### config.mk
export PLATFORM = sky130hd
export DESIGN_NAME = data_mem_arbiter
export DESIGN_NICKNAME = d
export VERILOG_FILES = /design/src/rtl/dmarb_pkg.sv /design/src/rtl/dmarb_pick.sv /design/src/rtl/data_mem_arbiter.sv
export SDC_FILE = /design/constraint.sdc
export NUM_CORES = 1
export LEC_CHECK = 0
export ABC_AREA = 1
export ABC_CLOCK_PERIOD_IN_PS = 2100
export CAP_MARGIN = 20
export CORE_AREA = 2 2 118 120
export CTS_CLUSTER_DIAMETER = 60
export DETAILED_ROUTE_END_ITERATION = 10
export DIE_AREA = 0 0 120 122
export GPL_ROUTABILITY_DRIVEN = 1
export PLACE_DENSITY = 0.64
export SLEW_MARGIN = 20
export SYNTH_ARGS = -nofsm -noshare
export SYNTH_HDL_FRONTEND = slang
export SYNTH_SLANG_ARGS = --single-unit
### constraint.sdc
create_clock -name clk -period 2.1 [get_ports clk]
set_input_delay 0.21 -clock clk [delete_from_list [all_inputs] [get_ports clk]]
set_output_delay 0.21 -clock clk [all_outputs]
set_load 0.05 [all_outputs]
### src/rtl/dmarb_pkg.sv
// Shared types and constants for the data-memory arbiter.
// Build option: DMARB_RR_EN selects round-robin contention handling
// (default build uses fixed priority, port 0 first).
package dmarb_pkg;

    typedef enum logic [1:0] {
        IDLE = 2'd0,
        OWN0 = 2'd1,
        OWN1 = 2'd2
    } state_t;

    localparam logic P0 = 1'b0;
    localparam logic P1 = 1'b1;

    localparam int unsigned LOCK_MAX_DFLT = 16;
    localparam int unsigned LOCK_CNT_W    = $clog2(LOCK_MAX_DFLT + 1);

    // Width of a counter that must reach lock_max inclusive.
    function automatic int unsigned lock_cnt_w(input int unsigned lock_max);
        return $clog2(lock_max + 1);
    endfunction

endpackage

### src/rtl/dmarb_pick.sv
// Combinational two-way picker: a single request wins outright, and on
// contention the port that did not win last time is chosen.
module dmarb_pick
    import dmarb_pkg::*;
(
    input  logic req0,
    input  logic req1,
    input  logic last_winner,
    output logic win_vld,
    output logic win_id
);

    // Choose the winning port for this cycle.
    always_comb begin
        win_vld = req0 | req1;
        win_id  = P0;
        if (req0 && req1) begin
            win_id = ~last_winner;
        end else if (req1) begin
            win_id = P1;
        end
    end

endmodule

### src/rtl/data_mem_arbiter.sv
// Two-port arbiter in front of the single-port 256-word data memory.
// Port 0 = CPU MEM stage, port 1 = loader/debug DMA. Supports locked
// sequences bounded by a watchdog of LOCK_MAX consecutive owned cycles.
// Build option: DMARB_RR_EN enables round-robin on contention; without it
// port 0 has fixed priority.
module data_mem_arbiter
    import dmarb_pkg::*;
#(
    parameter int unsigned ADDR_W   = 32,
    parameter int unsigned DATA_W   = 32,
    parameter int unsigned LOCK_MAX = LOCK_MAX_DFLT
) (
    input  logic              clk,
    input  logic              reset,
    input  logic              req0,
    input  logic              req1,
    input  logic              we0,
    input  logic              we1,
    input  logic              lock0,
    input  logic              lock1,
    input  logic [ADDR_W-1:0] addr0,
    input  logic [ADDR_W-1:0] addr1,
    input  logic [DATA_W-1:0] wdata0,
    input  logic [DATA_W-1:0] wdata1,
    output logic              gnt0,
    output logic              gnt1,
    output logic              rvalid0,
    output logic              rvalid1,
    output logic [DATA_W-1:0] rdata0,
    output logic [DATA_W-1:0] rdata1,
    output logic [ADDR_W-1:0] mem_addr,
    output logic [DATA_W-1:0] mem_wdata,
    output logic              mem_rd,
    output logic              mem_wr,
    input  logic [DATA_W-1:0] mem_rdata
);

    localparam int unsigned     CW      = lock_cnt_w(LOCK_MAX);
    localparam logic [CW-1:0]   CNT_MAX = CW'(LOCK_MAX);

    state_t          state;
    logic [CW-1:0]   lock_cnt;
    logic            rvalid0_q;
    logic            rvalid1_q;
    logic            pick_last;
    logic            win_vld;
    logic            win_id;
    logic            grant0;
    logic            grant1;
    logic            wd_fire;

`ifdef DMARB_RR_EN
    logic last_winner;
    assign pick_last = last_winner;
`else
    // Fixed priority is the picker with a constant "port 1 won last";
    // a watchdog release from OWN0 flips that once so port 1 gets a turn.
    logic favor1;
    assign pick_last = favor1 ? P0 : P1;
`endif

    dmarb_pick u_pick (
        .req0        (req0),
        .req1        (req1),
        .last_winner (pick_last),
        .win_vld     (win_vld),
        .win_id      (win_id)
    );

    // Grant decision for the current cycle, including the watchdog cut-off.
    always_comb begin
        grant0  = 1'b0;
        grant1  = 1'b0;
        wd_fire = 1'b0;
        unique case (state)
            IDLE: begin
                grant0 = win_vld && (win_id == P0);
                grant1 = win_vld && (win_id == P1);
            end
            OWN0: begin
                if (lock_cnt == CNT_MAX) wd_fire = 1'b1;
                else                     grant0  = req0;
            end
            OWN1: begin
                if (lock_cnt == CNT_MAX) wd_fire = 1'b1;
                else                     grant1  = req1;
            end
            default: ;
        endcase
        if (reset) begin
            grant0 = 1'b0;
            grant1 = 1'b0;
        end
    end

    assign gnt0 = grant0;
    assign gnt1 = grant1;

    // Memory-side mux; idle cycles present zero address/data.
    always_comb begin
        mem_rd    = 1'b0;
        mem_wr    = 1'b0;
        mem_addr  = '0;
        mem_wdata = '0;
        if (grant0) begin
            mem_rd    = ~we0;
            mem_wr    = we0;
            mem_addr  = addr0;
            mem_wdata = wdata0;
        end else if (grant1) begin
            mem_rd    = ~we1;
            mem_wr    = we1;
            mem_addr  = addr1;
            mem_wdata = wdata1;
        end
    end

    assign rdata0 = mem_rdata;
    assign rdata1 = mem_rdata;
    // Masking with reset cancels a read response that is due in the same
    // cycle reset arrives.
    assign rvalid0 = rvalid0_q & ~reset;
    assign rvalid1 = rvalid1_q & ~reset;

    // Ownership FSM, lock counter and read-valid pipeline.
    always_ff @(posedge clk) begin
        if (reset) begin
            state     <= IDLE;
            lock_cnt  <= '0;
            rvalid0_q <= 1'b0;
            rvalid1_q <= 1'b0;
        end else begin
            rvalid0_q <= grant0 & ~we0;
            rvalid1_q <= grant1 & ~we1;
            unique case (state)
                IDLE: begin
                    if (grant0 && lock0) begin
                        state    <= OWN0;
                        lock_cnt <= CW'(1);
                    end else if (grant1 && lock1) begin
                        state    <= OWN1;
                        lock_cnt <= CW'(1);
                    end
                end
                OWN0: begin
                    if (!wd_fire && grant0 && lock0) begin
                        lock_cnt <= lock_cnt + CW'(1);
                    end else begin
                        state    <= IDLE;
                        lock_cnt <= '0;
                    end
                end
                OWN1: begin
                    if (!wd_fire && grant1 && lock1) begin
                        lock_cnt <= lock_cnt + CW'(1);
                    end else begin
                        state    <= IDLE;
                        lock_cnt <= '0;
                    end
                end
                default: begin
                    state    <= IDLE;
                    lock_cnt <= '0;
                end
            endcase
        end
    end

`ifdef DMARB_RR_EN
    // Remember the most recent winner for round-robin contention.
    always_ff @(posedge clk) begin
        if (reset) begin
            last_winner <= P1;
        end else if (grant0) begin
            last_winner <= P0;
        end else if (grant1) begin
            last_winner <= P1;
        end
    end
`else
    // One-shot preference for port 1 after port 0's lock is cut off.
    always_ff @(posedge clk) begin
        if (reset) begin
            favor1 <= 1'b0;
        end else if (wd_fire && (state == OWN0)) begin
            favor1 <= 1'b1;
        end else if (grant0 || grant1) begin
            favor1 <= 1'b0;
        end
    end
`endif

endmodule

==> results.yml <==
routing:
  drtAntennaViolNets: 0
  viasPerCell: 4.184
  vias: 3063
  wl_per_cell_um: 16.89
  firstDrtPassIters: 4
  drc: 0
  routed_wl_mm: 12.36
  drtIter0Drc: 54
power:
  p_leak_nw: 2.425
  pwr-share-comb_pct: 80.2
  seqPwrFrac_pct: 7.1
  irDropWorstVdd_v: 0.0002562
  p_switching_mw: 1.494
  power_mw: 3.101
  clkPwrFrac_pct: 12.6
  internal_power_mw: 1.607
  power_density_nw_per_um2: 570.5
  switching_share_pct: 48.17
global_routing:
  overflow: 0
  grt_pass1_wl_mm: 14.43
  grt.total_usage_pct: 12.47
  grt_start_max_net_pins: 33
  antenna_found_initial: 0
  grt_pass1_vias: 2677
sta:
  max-slew-margin-rel_pct: 81.98
  max_freq_mhz: 475.7
  slew_violations: 0
  rsz0062_at_grt: "yes"
  hold_viol_final: 0
  finClkSkew_ns: 0.003576
  finalWorstSetupSlack_ns: -0.002128
  worstMarginPinSlew_ns: 0.2687
  setup_viol: 2
  finalCriticalPeriod_ns: 2.102
  whs_ns: 0.4200
  timing.setup.tns_ns: -0.002309
  period_share_pct: 100.1
synthesis:
  yosysUniqueCellTypes: 21
  ys_ff_latch: 10
  ys_warn_count: 0
  syn-cell-area_um2: 2153
  seq_area_frac_synth_pct: 9.297
  synth_area_per_cell_um2: 5.564
  synthCells: 387
  synth_nets: 561
  synth_async_sr_flop_share_pct: 0
  yosys_most_used_dff: "dfxtp_1"
  synth_edf_count: 0
worst_setup_path:
  worstPathCellList: "inv_2 -> ha_4 -> nand2_2 -> inv_2 -> nand2_4 -> nand2_4 -> nand2_8 -> nand2_8 -> clkinv_8 -> clkbuf_16 -> nand2_4 -> nand2_2 -> buf_8"
  crit_fanout: 5
  end_kind: "output port"
  arrival_ns: 1.89
  critPathLaunchType: "register"
  criticalPathCategory: "reg2out"
  crit_path_frequent_cell: "nand2_4"
  cpMaxStageDelayCell: "dfxtp_2"
  required_ns: 1.89
  cp_slowest_stage_delay_ns: 0.31
cells_and_area:
  register_area_um2: 210.2
  diodes: 0
  instances_no_fill: 732
  post-route-util_pct: 40.25
  multi_input_area_um2: 1815
  fillCellCount: 1335
  area_growth_pct: 152.4
  drive_gt1_share_pct: 47.64
  postLayoutCellArea_um2: 5435
  nNetsFinal: 727
place:
  place_area_um2: 3855
  dpl.hpwl_mm: 7.129
  place.gp.congestion: 0.7619
  place.port_buffers: 205
  pre_cts_slack_ns: 0.04387
  dpl.cell_count: 699
clock_network:
  clkSinkCount: 10
  hold_buffers: 0
  cts_buffer_depth: 2
  cts_tree: "built"
  cts_root_buffer: "clkbuf_16"
  numCtsBuffers: 3
  clk_pin_slew_worst_paths_ns: 0.04
  clk_latency_ns: 0.24
  cts-htree-levels: 1
floorplan:
  dieArea_um2: 14640
  dieWidth_um: 120
  start_util_pct: 15.95
  rows: 43
  fp.dieH_um: 122
  core_area_um2: 13500
  io_pins: 302
worst_hold_path:
  hp-class: "in2out"
flow_run:
  drv_cap: 0
outcome:
  outcome: "finished with violations"
  violations: "setup timing"
-- placed cells by master, fill, tap and decap left out --
| cell type | count |
|---|---|
| nand2_1 | 49 |
| buf_12 | 13 |
| clkinv_16 | 1 |
| buf_8 | 18 |
| ha_1 | 2 |
| a21oi_4 | 2 |
| clkdlybuf4s50_1 | 135 |
| nand2_8 | 2 |
| inv_1 | 8 |
| nand4_1 | 4 |
| dfxtp_1 | 6 |
| ha_4 | 4 |
| clkinv_1 | 1 |
| nand2_4 | 26 |
| clkbuf_8 | 1 |
| buf_16 | 7 |
| xnor2_1 | 2 |
| nand3_4 | 1 |
| nor2_2 | 1 |
| nand3_2 | 10 |
| buf_4 | 15 |
| nand3_1 | 69 |
| nor2_1 | 6 |
| dfxtp_4 | 2 |
| nand2_2 | 85 |
| a21oi_1 | 7 |
| o21ai_2 | 1 |
| inv_2 | 6 |
| inv_4 | 2 |
| nor2_4 | 2 |
| buf_6 | 46 |
| clkbuf_16 | 14 |
| a21oi_2 | 1 |
| clkinv_8 | 1 |
| dfxtp_2 | 2 |
-- critical path: cells and delay by family, from the launching register on --
kind	cells	cell delay, ns
simple gates	7	0.58
flops	1	0.31
fa+ha+maj	1	0.12
buf+inv	5	0.61
-- cell families after synthesis --
kind of cell	share of synthesized area, %
AOI/OAI and AO/OA	2.905
adders and majority gates	3.486
DFF	9.297
and+or+nand+nor	50.90
xor gates and xnor gates	0.8136
buffers and inverters	32.60
-- power by group through the flow --
stage | registers, mW | clock network (mW) | logic (mW)
after floorplan | 0.214 | 0 | 1.37
after detailed placement | 0.214 | 0 | 1.73
after global routing | 0.223 | 0.410 | 2.61
final | 0.221 | 0.391 | 2.49
after CTS | 0.214 | 0.394 | 2.01
after global placement | 0.214 | 0 | 1.73
-- final cells by class --
| cell class | instances | area share, % |
|---|---|---|
| timing repair buffer | 245 | 54.83 |
| multi-input combinational | 274 | 33.40 |
| tap | 180 | 4.144 |
| sequential | 10 | 3.867 |
| inverter | 18 | 1.819 |
| clock buffer | 4 | 1.634 |
| timing repair inverter | 1 | 0.2993 |
-- metal layers --
layer | GRT usage, % | wire length (um) | part of all wire (%) | vias to the layer above
met5 | 0 | 0 | 0 | -
met3 | 3.605 | 1027 | 8.3 | 51
li1 | - | - | - | 1507
met1 | 14.76 | 4766 | 39 | 1362
met4 | 6.176 | 419 | 3.4 | 0
met2 | 20.63 | 6149 | 50 | 143
-- path summary, 6_finish.rpt --
check                           cells after the start           from            to  slack, ns
worst max register to register                     13    lock_cnt[0]   lock_cnt[1]       0.28
worst min-delay path                                0  mem_rdata[29]    rdata0[29]       0.42
worst max-delay path                               13    lock_cnt[0]  mem_wdata[3]     -0.002
worst min register to register                      2    lock_cnt[4]   lock_cnt[4]       0.51
-- state kept, by name, summed over array words and instances (netlist names) --
register   flops
favor1         1
lock_cnt       5
rvalid0_q      1
rvalid1_q      1
state          2
-- synth_stat cells (3+ instances only) --
| cell | number | area share, % |
|---|---|---|
| a21oi_1 | 8 | 1.9 |
| buf_2 | 9 | 2.1 |
| buf_4 | 72 | 25 |
| buf_6 | 4 | 2.1 |
| dfxtp_1 | 10 | 9.3 |
| ha_1 | 6 | 3.5 |
| inv_1 | 14 | 2.4 |
| inv_2 | 3 | 0.52 |
| nand2_1 | 156 | 27 |
| nand2_2 | 5 | 1.5 |
| nand3_1 | 78 | 18 |
| nand4_1 | 4 | 1.2 |
| nor2_1 | 7 | 1.2 |
-- repair_timing --
action,CTS,global route
setup buffers,4,6
pin swaps,2,40
resized for setup,86,190
gates cloned,5,14
endpoints found under the setup margin,66,66
(Power assumes the default switching activity.)
